<file path="src/rtl/multicycle_control_fsm_pkg.sv">
// Shared constants for the multi-cycle RV32I control sequencer: opcodes,
// state encoding and the datapath mux/ALU select encodings.
package multicycle_control_fsm_pkg;

    localparam logic [6:0] OP_LW  = 7'b0000011;
    localparam logic [6:0] OP_SW  = 7'b0100011;
    localparam logic [6:0] OP_R   = 7'b0110011;
    localparam logic [6:0] OP_I   = 7'b0010011;
    localparam logic [6:0] OP_BEQ = 7'b1100011;
    localparam logic [6:0] OP_JAL = 7'b1101111;

    typedef logic [3:0] state_t;

    localparam state_t S_FETCH    = 4'd0;
    localparam state_t S_DECODE   = 4'd1;
    localparam state_t S_MEMADR   = 4'd2;
    localparam state_t S_MEMREAD  = 4'd3;
    localparam state_t S_MEMWB    = 4'd4;
    localparam state_t S_MEMWRITE = 4'd5;
    localparam state_t S_EXECUTER = 4'd6;
    localparam state_t S_EXECUTEI = 4'd7;
    localparam state_t S_ALUWB    = 4'd8;
    localparam state_t S_BEQ      = 4'd9;
    localparam state_t S_JAL      = 4'd10;

    localparam logic [1:0] SRCA_PC    = 2'b00;
    localparam logic [1:0] SRCA_OLDPC = 2'b01;
    localparam logic [1:0] SRCA_RS1   = 2'b10;

    localparam logic [1:0] SRCB_RS2  = 2'b00;
    localparam logic [1:0] SRCB_IMM  = 2'b01;
    localparam logic [1:0] SRCB_FOUR = 2'b10;

    localparam logic [1:0] RES_ALUOUT    = 2'b00;
    localparam logic [1:0] RES_MEMDATA   = 2'b01;
    localparam logic [1:0] RES_ALURESULT = 2'b10;

    localparam logic [1:0] ALUOP_ADD   = 2'b00;
    localparam logic [1:0] ALUOP_SUB   = 2'b01;
    localparam logic [1:0] ALUOP_FUNCT = 2'b10;

    localparam logic [1:0] IMM_I = 2'b00;
    localparam logic [1:0] IMM_S = 2'b01;
    localparam logic [1:0] IMM_B = 2'b10;
    localparam logic [1:0] IMM_J = 2'b11;

    function automatic logic op_supported(input logic [6:0] op);
        return (op == OP_LW) || (op == OP_SW) || (op == OP_R) ||
               (op == OP_I) || (op == OP_BEQ) || (op == OP_JAL);
    endfunction

endpackage

</file>
<file path="src/rtl/multicycle_control_fsm_if.sv">
// Control bundle between the sequencer (master) and the shared datapath (slave).
interface multicycle_control_fsm_if #(parameter int CNT_W = 32);
    import multicycle_control_fsm_pkg::*;

    // memReq stays high for the whole memory access; the access completes in
    // the cycle where memReady is sampled high while memReq is high.
    logic [6:0]       op;
    logic             zero;
    logic             memReady;
    logic             memReq;
    logic             adrSrc;
    logic             irWrite;
    logic             pcWrite;
    logic             regWrite;
    logic             memWrite;
    logic [1:0]       aluSrcA;
    logic [1:0]       aluSrcB;
    logic [1:0]       resultSrc;
    logic [1:0]       aluOp;
    logic [1:0]       immSrc;
    logic             illegalOp;
    logic [CNT_W-1:0] instret;
    state_t           state_dbg;

    modport master (
        input  op, zero, memReady,
        output memReq, adrSrc, irWrite, pcWrite, regWrite, memWrite,
               aluSrcA, aluSrcB, resultSrc, aluOp, immSrc, illegalOp,
               instret, state_dbg
    );

    modport slave (
        output op, zero, memReady,
        input  memReq, adrSrc, irWrite, pcWrite, regWrite, memWrite,
               aluSrcA, aluSrcB, resultSrc, aluOp, immSrc, illegalOp,
               instret, state_dbg
    );

endinterface

</file>
<file path="src/rtl/multicycle_control_fsm_instr_decoder.sv">
// Opcode to immediate-format select for the immediate extender.
module multicycle_control_fsm_instr_decoder
    import multicycle_control_fsm_pkg::*;
(
    input  logic [6:0] op,
    output logic [1:0] imm_src
);

    always_comb begin
        imm_src = IMM_I;
        case (op)
            OP_SW:   imm_src = IMM_S;
            OP_BEQ:  imm_src = IMM_B;
            OP_JAL:  imm_src = IMM_J;
            default: imm_src = IMM_I;
        endcase
    end

endmodule

</file>
<file path="src/rtl/multicycle_control_fsm.sv">
// Moore control sequencer for the multi-cycle RV32I core: steps each
// instruction through fetch/decode/execute/memory/writeback and counts retirements.
module multicycle_control_fsm
    import multicycle_control_fsm_pkg::*;
#(
    parameter int CNT_W = 32
) (
    input  logic                      clk,
    input  logic                      rst,
    multicycle_control_fsm_if.master  bus
);

    state_t           state_q, state_d;
    logic [CNT_W-1:0] instret_q, instret_d;
    logic             retire;

    logic       mem_req, adr_src, ir_write, pc_update, branch;
    logic       reg_write, mem_write, illegal;
    logic [1:0] alu_src_a, alu_src_b, result_src, alu_op;
    logic [1:0] imm_src;

    multicycle_control_fsm_instr_decoder u_instr_decoder (
        .op      (bus.op),
        .imm_src (imm_src)
    );

    always_ff @(posedge clk or posedge rst) begin
        if (rst) begin
            state_q   <= S_FETCH;
            instret_q <= '0;
        end else begin
            state_q   <= state_d;
            instret_q <= instret_d;
        end
    end

    always_comb begin
        state_d = state_q;
        retire  = 1'b0;
        case (state_q)
            S_FETCH:    if (bus.memReady) state_d = S_DECODE;
            S_DECODE: begin
                case (bus.op)
                    OP_LW, OP_SW: state_d = S_MEMADR;
                    OP_R:         state_d = S_EXECUTER;
                    OP_I:         state_d = S_EXECUTEI;
                    OP_BEQ:       state_d = S_BEQ;
                    OP_JAL:       state_d = S_JAL;
                    default:      state_d = S_FETCH;
                endcase
            end
            S_MEMADR:   state_d = (bus.op == OP_LW) ? S_MEMREAD : S_MEMWRITE;
            S_MEMREAD:  if (bus.memReady) state_d = S_MEMWB;
            S_MEMWB: begin
                state_d = S_FETCH;
                retire  = 1'b1;
            end
            S_MEMWRITE: begin
                if (bus.memReady) begin
                    state_d = S_FETCH;
                    retire  = 1'b1;
                end
            end
            S_EXECUTER, S_EXECUTEI: state_d = S_ALUWB;
            S_ALUWB, S_BEQ: begin
                state_d = S_FETCH;
                retire  = 1'b1;
            end
            S_JAL:      state_d = S_ALUWB;
            default:    state_d = S_FETCH;
        endcase
        instret_d = instret_q + {{(CNT_W-1){1'b0}}, retire};
    end

    always_comb begin
        mem_req    = 1'b0;
        adr_src    = 1'b0;
        ir_write   = 1'b0;
        pc_update  = 1'b0;
        branch     = 1'b0;
        reg_write  = 1'b0;
        mem_write  = 1'b0;
        illegal    = 1'b0;
        alu_src_a  = SRCA_PC;
        alu_src_b  = SRCB_RS2;
        result_src = RES_ALUOUT;
        alu_op     = ALUOP_ADD;
        case (state_q)
            S_FETCH: begin
                mem_req    = 1'b1;
                alu_src_b  = SRCB_FOUR;
                result_src = RES_ALURESULT;
                ir_write   = bus.memReady;
                pc_update  = bus.memReady;
            end
            S_DECODE: begin
                alu_src_a = SRCA_OLDPC;
                alu_src_b = SRCB_IMM;
                illegal   = !op_supported(bus.op);
            end
            S_MEMADR: begin
                alu_src_a = SRCA_RS1;
                alu_src_b = SRCB_IMM;
            end
            S_MEMREAD: begin
                mem_req = 1'b1;
                adr_src = 1'b1;
            end
            S_MEMWB: begin
                result_src = RES_MEMDATA;
                reg_write  = 1'b1;
            end
            S_MEMWRITE: begin
                mem_req   = 1'b1;
                adr_src   = 1'b1;
                mem_write = bus.memReady;
            end
            S_EXECUTER: begin
                alu_src_a = SRCA_RS1;
                alu_op    = ALUOP_FUNCT;
            end
            S_EXECUTEI: begin
                alu_src_a = SRCA_RS1;
                alu_src_b = SRCB_IMM;
                alu_op    = ALUOP_FUNCT;
            end
            S_ALUWB:    reg_write = 1'b1;
            S_BEQ: begin
                alu_src_a = SRCA_RS1;
                alu_op    = ALUOP_SUB;
                branch    = 1'b1;
            end
            S_JAL: begin
                alu_src_a = SRCA_OLDPC;
                alu_src_b = SRCB_FOUR;
                pc_update = 1'b1;
            end
            default: ;
        endcase
    end

    // Enables are gated by rst directly so nothing fires between rst rising and the next edge.
    assign bus.memReq    = mem_req;
    assign bus.adrSrc    = adr_src;
    assign bus.irWrite   = ir_write & ~rst;
    assign bus.pcWrite   = (pc_update | (branch & bus.zero)) & ~rst;
    assign bus.regWrite  = reg_write & ~rst;
    assign bus.memWrite  = mem_write & ~rst;
    assign bus.illegalOp = illegal & ~rst;
    assign bus.aluSrcA   = alu_src_a;
    assign bus.aluSrcB   = alu_src_b;
    assign bus.resultSrc = result_src;
    assign bus.aluOp     = alu_op;
    assign bus.immSrc    = imm_src;
    assign bus.instret   = instret_q;
    assign bus.state_dbg = state_q;

endmodule
</file>
<file path="src/flat_wrapper.sv">
// flat-port wrapper written by rule: the top's interface ports become plain ports
module multicycle_control_fsm_flat import multicycle_control_fsm_pkg::*;
#(
    parameter int CNT_W = 32
)
  (clk, rst, bus_op, bus_zero, bus_memReady, bus_memReq, bus_adrSrc, bus_irWrite, bus_pcWrite, bus_regWrite, bus_memWrite, bus_aluSrcA, bus_aluSrcB, bus_resultSrc, bus_aluOp, bus_immSrc, bus_illegalOp, bus_instret, bus_state_dbg);
  multicycle_control_fsm_if #(.CNT_W(CNT_W)) bus_i ();
  input  logic clk;
  input  logic rst;
  input wire logic [$bits(bus_i.op)-1:0] bus_op;
  input wire logic [$bits(bus_i.zero)-1:0] bus_zero;
  input wire logic [$bits(bus_i.memReady)-1:0] bus_memReady;
  output wire logic [$bits(bus_i.memReq)-1:0] bus_memReq;
  output wire logic [$bits(bus_i.adrSrc)-1:0] bus_adrSrc;
  output wire logic [$bits(bus_i.irWrite)-1:0] bus_irWrite;
  output wire logic [$bits(bus_i.pcWrite)-1:0] bus_pcWrite;
  output wire logic [$bits(bus_i.regWrite)-1:0] bus_regWrite;
  output wire logic [$bits(bus_i.memWrite)-1:0] bus_memWrite;
  output wire logic [$bits(bus_i.aluSrcA)-1:0] bus_aluSrcA;
  output wire logic [$bits(bus_i.aluSrcB)-1:0] bus_aluSrcB;
  output wire logic [$bits(bus_i.resultSrc)-1:0] bus_resultSrc;
  output wire logic [$bits(bus_i.aluOp)-1:0] bus_aluOp;
  output wire logic [$bits(bus_i.immSrc)-1:0] bus_immSrc;
  output wire logic [$bits(bus_i.illegalOp)-1:0] bus_illegalOp;
  output wire logic [$bits(bus_i.instret)-1:0] bus_instret;
  output wire logic [$bits(bus_i.state_dbg)-1:0] bus_state_dbg;
  assign bus_i.op = bus_op;
  assign bus_i.zero = bus_zero;
  assign bus_i.memReady = bus_memReady;
  assign bus_memReq = bus_i.memReq;
  assign bus_adrSrc = bus_i.adrSrc;
  assign bus_irWrite = bus_i.irWrite;
  assign bus_pcWrite = bus_i.pcWrite;
  assign bus_regWrite = bus_i.regWrite;
  assign bus_memWrite = bus_i.memWrite;
  assign bus_aluSrcA = bus_i.aluSrcA;
  assign bus_aluSrcB = bus_i.aluSrcB;
  assign bus_resultSrc = bus_i.resultSrc;
  assign bus_aluOp = bus_i.aluOp;
  assign bus_immSrc = bus_i.immSrc;
  assign bus_illegalOp = bus_i.illegalOp;
  assign bus_instret = bus_i.instret;
  assign bus_state_dbg = bus_i.state_dbg;
  multicycle_control_fsm #(.CNT_W(CNT_W)) u_core (.clk(clk), .rst(rst), .bus(bus_i));
endmodule
</file>
<file path="config.mk">
export PLATFORM = sky130hd
export DESIGN_NAME = multicycle_control_fsm_flat
export DESIGN_NICKNAME = d
export VERILOG_FILES = /design/src/rtl/multicycle_control_fsm_pkg.sv /design/src/rtl/multicycle_control_fsm_if.sv /design/src/rtl/multicycle_control_fsm_instr_decoder.sv /design/src/rtl/multicycle_control_fsm.sv /design/src/flat_wrapper.sv
export SDC_FILE = /design/constraint.sdc
export NUM_CORES = 1
export LEC_CHECK = 0
export ABC_AREA = 1
export ABC_CLOCK_PERIOD_IN_PS = 4900
export CAP_MARGIN = 40
export CORE_MARGIN = 2
export CORE_UTILIZATION = 30
export CTS_BUF_LIST = sky130_fd_sc_hd__clkbuf_8
export CTS_CLUSTER_SIZE = 25
export DETAILED_ROUTE_END_ITERATION = 12
export SLEW_MARGIN = 30
export SYNTH_ARGS = -nofsm -noshare
export SYNTH_HDL_FRONTEND = slang
export SYNTH_SLANG_ARGS = --single-unit
</file>
<file path="constraint.sdc">
create_clock -name clk -period 4.9 [get_ports clk]
set_input_delay 1.225 -clock clk [delete_from_list [all_inputs] [get_ports clk]]
set_output_delay 1.225 -clock clk [all_outputs]
set_load 0.1 [all_outputs]
</file>
Word level (Yosys, flattened, before mapping)
Cells that the tools add are included.
{"block": "word_totals", "register_bits": 36, "latchBits": 0, "ramBits": 0, "mem_bits_ro": 0, "out_inout_bits": 53, "wordCells": 70, "memories": 0}
{"block": "op_classes", "n_addsub": 1, "multipliers": 0, "div": 0, "order_cmp": 0, "eq_ne": 19, "shift": 0, "n_mux": 21, "n_bitwise": 8, "reduce_logical": 19}
{"operator": "$add 32x1->32", "count": 1}
{"operator": "$pmux 4 s6", "count": 1}
{"operator": "$pmux 4 s5", "count": 1}
{"operator": "$eq 4x3->1 const B", "count": 4}
{"operator": "$pmux 2 s2", "count": 4}
{"operator": "$eq 7x6->1 const B", "count": 2}
{"operator": "$eq 7x7->1 const B", "count": 2}
{"operator": "$eq 4x4->1 const B", "count": 3}
{"operator": "$mux 4", "count": 3}
{"operator": "$reduce_or 2->1", "count": 6}
{"operator": "$reduce_or 3->1", "count": 4}
{"operator": "$eq 4x2->1 const B", "count": 2}
{"operator": "$mux 1", "count": 8}
{"operator": "$eq 7x2->1 const B", "count": 1}
{"operator": "$eq 7x5->1 const B", "count": 1}
{"operator": "$and 1x1->1", "count": 6}
{"operator": "$ne 2x2->1 const B", "count": 3}
{"operator": "$pmux 2 s3", "count": 1}
{"operator": "$logic_or 1x1->1", "count": 5}
{"operator": "$eq 4x1->1 const B", "count": 1}
{"operator": "$logic_not 4->1", "count": 1}
{"operator": "$pmux 1 s2", "count": 2}
{"operator": "$reduce_or 4->1", "count": 1}
{"operator": "$mux 3", "count": 1}
{"operator": "other kinds (4)", "count": 4}

Depth between registers and ports, before layout
Gate-level depths: netlist of the first run.
{"block": "logic_depth", "ltp_word": 9, "depth_mapped": 16}

Hierarchy
From an unflattened synthesis of the first run, not the netlist that was laid out.
{"block": "unflattened", "hier_cells": 345, "area_unflattened_um2": 2337.2}
{"mod": "multicycle_control_fsm", "n_inst": 1, "cells_per_inst": 328, "area_each_um2": 2268.4, "seq_area_each_um2": 900.9}
{"mod": "multicycle_control_fsm_instr_decoder", "n_inst": 1, "cells_per_inst": 17, "area_each_um2": 68.8, "seq_area_each_um2": 0.0}

Worst setup path before layout of the first run
OpenSTA, ideal clock, no wires.
{"block": "synth_timing", "kind": "register to output", "start": "reg u_core.state_q[0] (netlist: u_core.bus.state_dbg[0])", "end": "out bus_illegalOp", "arrival_ns": 4.422, "path_slack_ns": -0.747, "stages_incl_launch_ff": 5, "path_buffers": 0, "path_cell_list": "dfrtp_1 > nand2_1 > nor2_4 > inv_1 > nor4_1"}
{"block": "synth_between", "elab_chain_cells": 3}
{"item": "start, declared", "line_no": "multicycle_control_fsm.sv:13", "text": "state_t state_q, state_d;"}
{"item": "start signal, assigned", "line_no": "multicycle_control_fsm.sv:32", "text": "state_q <= state_d;"}
{"item": "$eq 4x1->1", "line_no": "multicycle_control_fsm.sv:88", "text": "case (state_q)"}
{"item": "$mux 1", "line_no": "multicycle_control_fsm.sv:88"}
{"item": "$and 1x1->1", "line_no": "multicycle_control_fsm.sv:149", "text": "assign bus.illegalOp = illegal & ~rst;"}
{"item": "end, declared", "line_no": "flat_wrapper.sv:24", "text": "output wire logic [$bits(bus_i.illegalOp)-1:0] bus_illegalOp;"}
No other way between the ends.

Final worst setup path of the first run
{"block": "layout_timing", "start": "in bus_op[4]", "end": "out bus_illegalOp"}
{"block": "layout_between", "elab_chain_cells": 9}
{"item": "start, declared", "line_no": "flat_wrapper.sv:10", "text": "input wire logic [$bits(bus_i.op)-1:0] bus_op;"}
{"item": "$eq 7x2->1 or $eq 7x6->1 (tied branches)", "line_no": "multicycle_control_fsm_pkg.sv:48", "text": "return (op == OP_LW) || (op == OP_SW) || (op == OP_R) ||"}
{"item": "$logic_or 1x1->1 (3 in series)", "line_no": "multicycle_control_fsm_pkg.sv:48"}
{"item": "$logic_or 1x1->1", "line_no": "multicycle_control_fsm_pkg.sv:49", "text": "(op == OP_I) || (op == OP_BEQ) || (op == OP_JAL);"}
{"item": "$logic_or 1x1->1 (*)", "line_no": "multicycle_control_fsm_pkg.sv:49"}
{"item": "$logic_not 1->1 (*)", "line_no": "multicycle_control_fsm.sv:99", "text": "illegal = !op_supported(bus.op);"}
{"item": "$mux 1 (*)", "line_no": "multicycle_control_fsm.sv:88"}
{"item": "$and 1x1->1 (*)", "line_no": "multicycle_control_fsm.sv:149"}
Mark *: on every way between the ends. The rest lies on a longest branch, timed or not.

==> summary.md, run 1 <==
| Metric | Value |
|---|---|
| MaxCap Viol Count | `0` |
| Post-synth net total | `~330` |
| Worst reg-to-reg path cell count | `16` |
| Setup TNS | `0 ns` |
| Root buf cell | `clkbuf_8` |
| Number of global-route vias before repair | `~2.4k` |
| Vias | `around 2.4k` |
| Count leader, synth | `nand2_1` |
| Max-slew headroom | `between 60 and 70%` |
| Dpl cell area | `around 3800 um2` |
| Grt peak-use layer | `met2` |
| Avg WL per Cell | `12.3 um` |
| Kind of critical path | `in -> out` |
| Clock skew | `~0.0048 ns` |
| # hold bufs at CTS | `0` |
| Reg area | `901 um2` |
| Finished Cell Area | `around 3800 um2` |
| #FFs+latches synth | `36` |
| Hpwl dp | `around 5400 um` |
| Total chip power | `1410 uW` |
| WL final | `approximately 6500 um` |
| Num ports | `between 60 and 70` |
| Grt ovf | `0` |
| Post-synth top cells | `110 x nand2_1, 49 x nor2_1, 41 x inv_1` |
| Period utilization | `between 70% and 80%` |
| Critical Path Source Type | `primary input` |
| Worst Setup End Kind | `primary output` |
| GRT Resource Usage Total | `17.3%` |
| PostCTS Resize Cnt | `0` |
| Area grow syn2layout | `74.5%` |
| Fmax | `around 260 MHz` |
| Inst Count DP | `approximately 520` |
| Starting Density | `a little under a third` |
| Data required, critical path | `approximately 3.7 ns` |
| Top-area cell type share of the netlist area | `40.8%` |
| CTS tree | `done` |
| Drt pass-1 iters | `4` |
| Post-Syn Area | `2210 um2` |
| Critical Path AT | `around 2.7 ns` |
| PD cells | `around 370 nW/um2` |
| Layout cell share with drive strength beyond 1 | `18.3%` |
| Die area | `between 8000 and 9000 um2` |
| CTS Buf Count | `5` |
| Grt met3 use | `under 10%` |
| Grt met2 use | `~32%` |
| Hold Worst Slack | `0.509 ns` |
| DRC viols | `0` |
| Antenna Diode Count | `0` |
| Synthesized instance count | `315` |
| RSZ-0062 raised after global routing | `no` |
| Largest area contributor in the netlist | `dfrtp_1` |
| Status | `completed` |
| Post-synthesis sequential area ratio | `between 40% and 50%` |
| Skew-Pair Late Insertion Delay | `0.29 ns` |
| Yosys warnings | `0` |
| CTS sink cnt | `36` |
| Hold crit path type | `reg -> reg` |
| Top_reg_cell synth | `dfrtp_1` |
| Core Rows | `31` |
| Floorplan Core Area | `7180 um2` |
| Worst-margin pin slew | `0.458 ns` |
| Antenna violations before repair | `0` |
| H-tree levels | `2` |
| Filler cells | `between 600 and 700` |
| Drt via density | `roughly 4.5` |
| Hold Path Stages | `2` |
| Port bufs | `63` |
| Min Tclk post-route | `between 3 and 4 ns` |
| Leak | `0.00177 uW` |
| VDD IR max | `approximately 0.39 mV` |
| Asr flop ratio synth | `100%` |
| Post-Layout Cell Count | `531` |
| Syn_area_per_cell | `~7 um2` |
| CTS clock-pin slew for the worst setup and hold paths | `0.07 ns` |
| Post-route ant nets | `0` |
| CP max FO | `3` |
| Slew Limit Fails | `0` |
| Grt met1 use | `20.6%` |
| DR iter-0 viols | `60` |
| Final hold violation count | `0` |
| Die W | `89.8 um` |
| Netlist cell types | `25` |
| Post-synth EDFFs | `0` |
| Nets | `approximately 450` |
| GP Congestion | `approximately 0.85` |
| Setup Fix Bufs, Post-CTS | `0` |
| Final setup fails | `0` |
| Bufs on Longest Clock Path | `2` |
| Synth top area cells | `dfrtp_1 41%, nand2_1 19%, nor2_1 8.3%` |
| Area of the multi-input gates | `between 1000 and 1500 um2` |
| Die H | `between 80 and 90 um` |
| Largest net degree at the start of global routing | `37` |
| First-pass GRT wire length | `about 11000 um` |
layout make-up:
type / count / share of cell area, %
Inverter: 43 / 4.19
Timing Repair Buffer: 110 / 36.3
Multi-Input combinational cell: 236 / 30.4
Clock buffer: 7 / 2.50
Tap cell: 99 / 3.22
Sequential cell: 36 / 23.4
worst max-delay path, stage by stage:
cell and delay, ns:
clkdlybuf4s50_1 0.51, inv_1 0.08, nand2_1 0.08, nor2_1 0.05, nand2_1 0.09, nand2_1 0.10, nor4_2 0.18, buf_4 0.34
cell usage in the layout, fill, tap and decap left out, types with 2 or more instances in the layout:
master,n
ha_1,2
a21oi_1,2
nor2_4,4
inv_2,2
nand3_1,21
inv_1,41
nand3b_1,7
buf_8,39
nor2_1,46
clkbuf_8,7
nand2_1,110
o21ai_0,2
xnor2_1,3
nor3_1,8
nand4_1,5
buf_16,7
buf_4,8
clkdlybuf4s50_1,56
nor2_2,5
dfrtp_1,36
xor2_1,12
sequential cells by signal, summed over array words and instances, names as in the netlist:
signal / cells
u_core.bus.instret: 32
u_core.bus.state_dbg: 4
power by group:
group | total [uW] | internal (uW) | leakage (uW) | switching (uW)
clock | 229 | 125 | 0.0000503 | 103
sequential | 350 | 319 | 0.000485 | 30.6
combinational | 828 | 283 | 0.00123 | 546
total | 1410 | 727 | 0.00177 | 680
final timing paths:
path | start | slack, ns | to
max | bus_op[4] | 1.02 | bus_illegalOp
min | u_core.bus.instret[31] | 0.51 | u_core.bus.instret[31]
max reg2reg | u_core.bus.state_dbg[1] | 2.37 | u_core.bus.instret[30]
min reg2reg | u_core.bus.instret[31] | 0.51 | u_core.bus.instret[31]
max in group asynchronous | rst | 3.03 | u_core.bus.instret[14]
min in group asynchronous | rst | 1.54 | u_core.bus.state_dbg[3]
kinds of logic after synthesis:
group	share of synthesized area [%]
buffers and inverters	7.32
AND/OR/NAND/NOR	42.8
adder cells (fa/ha/maj)	1.13
XOR/XNOR	5.96
AO/OA/AOI/OAI	1.93
flip-flops	40.8
per-layer routing:
layer	share of wire, %	wire length [um]	vias up
li1	-	-	1214
met1	42	2750	1095
met2	52	3390	68
met3	4.8	315	6
met4	0.97	63	0
met5	0	0	-
stage by stage:
stage               utilization (%)  worst slack (ns)
finish                         53.7              1.02
global route                   53.7             0.899
CTS                            53.7              1.00
detailed placement             52.3              1.01
global placement               41.5              1.12
floorplan                         -            0.0433
Note: power is estimated with default switching activity, not from simulation.
==> run 2: changes to the inputs <==
ABC_CLOCK_PERIOD_IN_PS = 3800   (was 4900)
clock period = 3.8 ns   (was 4.9 ns; I/O delays follow)
==> summary.md, run 2 (synthesized netlist as in run 1, its figures left out) <==
| Metric | Value |
|---|---|
| Status | `completed` |
| Area grow syn2layout | `64.0%` |
| First-pass GRT wire length | `10700 um` |
| RSZ-0062 raised after global routing | `no` |
| Starting Density | `a little under a third` |
| Avg WL per Cell | `approximately 12 um` |
| DRC viols | `0` |
| Drt via density | `4.51` |
| Data required, critical path | `between 2 and 3 ns` |
| Clock skew | `between 0.006 and 0.007 ns` |
| H-tree levels | `2` |
| Bufs on Longest Clock Path | `2` |
| Grt ovf | `0` |
| Largest net degree at the start of global routing | `37` |
| Root buf cell | `clkbuf_8` |
| # hold bufs at CTS | `0` |
| Worst-margin pin slew | `0.458 ns` |
| Fmax | `a little over 300 MHz` |
| Hold Worst Slack | `~0.50 ns` |
| Area of the multi-input gates | `roughly 1200 um2` |
| Layout cell share with drive strength beyond 1 | `a little over a fifth` |
| Critical Path AT | `2.34 ns` |
| CTS clock-pin slew for the worst setup and hold paths | `0.07 ns` |
| Reg area | `roughly 910 um2` |
| Port bufs | `63` |
| Hold crit path type | `reg -> reg` |
| Antenna violations before repair | `0` |
| Setup Fix Bufs, Post-CTS | `0` |
| Max FFs per register | `32` |
| WL final | `~6200 um` |
| Commonest non-fill, non-tap cells in the layout | `110 x nand2_1, 44 x nor2_1, 40 x clkdlybuf4s50_1, 39 x inv_1, 33 x dfrtp_1` |
| Worst Setup End Kind | `primary output` |
| Number of global-route vias before repair | `~2.3k` |
| Total chip power | `about 1700 uW` |
| Kind of critical path | `in -> out` |
| VDD IR max | `roughly 0.43 mV` |
| Drt pass-1 iters | `4` |
| Post-route ant nets | `0` |
| CTS tree | `done` |
| CTS Buf Count | `5` |
| Hpwl dp | `5190 um` |
| DR iter-0 viols | `96` |
| Die H | `~90 um` |
| Final setup fails | `0` |
| Nets | `429` |
| Core Rows | `31` |
| Floorplan Core Area | `slightly above 7000 um2` |
| Period utilization | `around 86%` |
| Inst Count DP | `between 500 and 600` |
| GP Congestion | `between 0.8 and 0.9` |
| GRT Resource Usage Total | `between 10% and 20%` |
| Filler cells | `685` |
| Die area | `8060 um2` |
| Critical Path Source Type | `primary input` |
| Leak | `about 0.0017 uW` |
| Slew Limit Fails | `0` |
| MaxCap Viol Count | `0` |
| Util after Layout | `between 50% and 60%` |
| Final hold violation count | `0` |
| PostCTS Resize Cnt | `0` |
| Max-slew headroom | `69.5%` |
| Min Tclk post-route | `3.29 ns` |
| PD cells | `461 nW/um2` |
| Vias | `approximately 2.3k` |
| CP max FO | `3` |
| Skew-Pair Late Insertion Delay | `~0.29 ns` |
| CTS sink cnt | `36` |
| Antenna Diode Count | `0` |
| Post-Layout Cell Count | `516` |
| Commonest non-fill, non-tap cell in the layout | `nand2_1` |
| Die W | `about 90 um` |
| Num ports | `64` |
-- run 2: power breakdown --
part / internal (uW) / switching, uW / total [uW]
combinational: 214 / 669 / 883
clock: 192 / 138 / 330
sequential: 413 / 41.9 / 454
total: 818 / 849 / 1670
-- run 2: final timing paths --
path | startpoint | end | slack, ns | cells past startpoint
worst min register to register | u_core.bus.instret[31] | u_core.bus.instret[31] | 0.50 | 2
min in group asynchronous | rst | u_core.bus.state_dbg[1] | 1.35 | 3
worst max-delay path | bus_op[4] | bus_illegalOp | 0.51 | 8
worst min-delay path | u_core.bus.instret[31] | u_core.bus.instret[31] | 0.50 | 2
worst max register to register | u_core.bus.state_dbg[1] | u_core.bus.instret[30] | 1.24 | 16
max in group asynchronous | rst | u_core.bus.state_dbg[3] | 2.10 | 3
-- run 2: cell type report --
| cell class | instances | area share (%) |
|---|---|---|
| clock inverters | 3 | 1.07 |
| well taps | 99 | 3.42 |
| inverters | 43 | 4.53 |
| flip-flops and latches | 36 | 25.2 |
| clock buffers | 5 | 1.90 |
| repair buffers | 94 | 30.9 |
| multi-input cells | 236 | 33.0 |
-- run 2: through the flow --
| stage | worst slack [ns] | instance area (um2) | setup TNS [ns] |
|---|---|---|---|
| 2_1_floorplan | -0.436 | 2270 | -0.964 |
| 3_3_place_gp | 0.549 | 3060 | 0 |
| 3_5_place_dp | 0.525 | 3510 | 0 |
| 4_1_cts | 0.508 | 3620 | 0 |
| 5_1_grt | 0.356 | 3620 | 0 |
| 6_report | 0.513 | 3620 | 0 |
-- run 2: layer usage --
layer  share of wire [%]  track usage (%)  wire [um]
met1                  43             20.4       2710
met2                  49             27.6       3050
met3                 6.1             4.44        380
met4                 1.6             4.49        103
met5                   0                0          0
-- run 2: critical path: stages --
cell             delay [ns]
clkdlybuf4s50_1        0.50
inv_1                  0.08
nand2_1                0.08
nor2_1                 0.04
nand2_1                0.09
nand2_1                0.11
nor4_2                 0.26
buf_12                 0.22
==> run 3: changes to the inputs <==
MAX_ROUTING_LAYER = met4   (was default)
SETUP_SLACK_MARGIN = 0.02   (was default)
==> summary.md, run 3 (synthesized netlist as in run 1, its figures left out) <==
| Metric | Value |
|---|---|
| Antenna Diode Count | `0` |
| CTS Buf Count | `5` |
| Worst-margin pin slew | `between 0.4 and 0.5 ns` |
| Min Tclk post-route | `~3.3 ns` |
| CP max FO | `3` |
| Filler cells | `~670` |
| Starting Density | `between 30% and 40%` |
| Dpl cell area | `roughly 3500 um2` |
| Die area | `8060 um2` |
| Clock skew | `~0.0043 ns` |
| Area grow syn2layout | `63.8%` |
| Period utilization | `around 87%` |
| Vias | `between 2k and 2.5k` |
| Avg WL per Cell | `approximately 12 um` |
| Die H | `roughly 90 um` |
| Status | `completed` |
| First-pass GRT wire length | `around 11000 um` |
| Drt pass-1 iters | `5` |
| Setup Fix Bufs, Post-CTS | `0` |
| MaxCap Viol Count | `0` |
| Finished Cell Area | `3610 um2` |
| Final hold violation count | `0` |
| Die W | `89.8 um` |
| PostCTS Resize Cnt | `0` |
| Root buf cell | `clkbuf_8` |
| Commonest non-fill, non-tap cells in the layout | `110 x nand2_1, 44 x nor2_1, 40 x inv_1, 40 x clkdlybuf4s50_1, 33 x dfrtp_1` |
| Largest net degree at the start of global routing | `37` |
| Leak | `between 0.0015 and 0.002 uW` |
| Port bufs | `63` |
| Fmax | `about 300 MHz` |
| Max-slew headroom | `68.9%` |
| Critical Path AT | `roughly 2.3 ns` |
| CTS tree | `done` |
| DRC viols | `0` |
| RSZ-0062 raised after global routing | `no` |
| H-tree levels | `2` |
| Core Rows | `31` |
| Area of the multi-input gates | `about 1200 um2` |
| Hold Worst Slack | `between 0.5 and 0.6 ns` |
| Max FFs per register | `32` |
| Skew-Pair Late Insertion Delay | `approximately 0.29 ns` |
| Hpwl dp | `~5200 um` |
| DR iter-0 viols | `78` |
| Num ports | `64` |
| CTS sink cnt | `36` |
| CTS clock-pin slew for the worst setup and hold paths | `roughly 0.07 ns` |
| Post-route ant nets | `0` |
| Nets | `between 400 and 500` |
| WL final | `a little over 6000 um` |
| # hold bufs at CTS | `0` |
| Antenna violations before repair | `0` |
| Data required, critical path | `approximately 2.9 ns` |
| VDD IR max | `~0.60 mV` |
| Drt via density | `4.55` |
| Hold crit path type | `reg -> reg` |
| Floorplan Core Area | `7180 um2` |
| Layout cell share with drive strength beyond 1 | `between 20% and 30%` |
| Bufs on Longest Clock Path | `2` |
| Slew Limit Fails | `0` |
| Number of global-route vias before repair | `about 2.4k` |
| Commonest non-fill, non-tap cell in the layout | `nand2_1` |
| Critical Path Source Type | `primary input` |
| PD cells | `~450 nW/um2` |
| Kind of critical path | `in -> out` |
| Grt ovf | `0` |
| GRT Resource Usage Total | `16.9%` |
| GP Congestion | `between 0.9 and 1` |
| Worst Setup End Kind | `primary output` |
| Reg area | `~900 um2` |
| Final setup fails | `0` |
-- run 3: cell count changes in the layout (fill, tap and decap cells not counted), sizes merged --
cell    delta
inv        +1
clkinv     -1
bufinv     -1
clkbuf     +1
-- run 3: final cells by class --
type	instances	area share, %
multi-input cells	236	33.0
flip-flops and latches	36	25.2
clock buffers	6	2.29
well taps	99	3.43
repair buffers	94	31.3
inverters	43	4.54
clock inverters	2	0.208
-- run 3: metrics by stage --
stage / setup WS [ns] / utilization, % / cells / setup TNS (ns) / power, uW
global route: 0.369 / 50.4 / 516 / 0 / 1700
finish: 0.509 / 50.4 / 516 / 0 / 1630
floorplan: -0.436 / - / 315 / -0.964 / 1100
CTS: 0.504 / 50.4 / 516 / 0 / 1640
global placement: 0.560 / 42.7 / 478 / 0 / 1290
detailed placement: 0.524 / 49.1 / 508 / 0 / 1360
-- run 3: worst paths after layout --
path                       slack (ns)               startpoint  depth (start not counted)                       to
min reg2reg                      0.51   u_core.bus.instret[30]                          2   u_core.bus.instret[30]
max in group asynchronous        2.11                      rst                          3  u_core.bus.state_dbg[3]
max                              0.51                bus_op[4]                          8            bus_illegalOp
min                              0.51   u_core.bus.instret[30]                          2   u_core.bus.instret[30]
min in group asynchronous        1.32                      rst                          3  u_core.bus.state_dbg[1]
max reg2reg                      1.27  u_core.bus.state_dbg[1]                         16   u_core.bus.instret[30]
-- run 3: per-layer routing --
metal	up-vias	global-route usage (%)	wire, um
met5	-	-	0
met4	0	5.26	145
met3	13	4.19	360
met2	76	29.8	3080
met1	1074	18.8	2640
li1	1187	-	-
-- run 3: critical path, cell delays in order --
cell	delay [ns]
clkdlybuf4s50_1	0.50
inv_1	0.08
nand2_1	0.07
nor2_1	0.04
nand2_1	0.09
nand2_1	0.11
nor4_2	0.26
buf_12	0.22
-- run 3: power by group --
part           total, uW  internal (uW)  switching (uW)
Combinational        900            227             673
Clock                273            142             131
Sequential           456            413            43.2
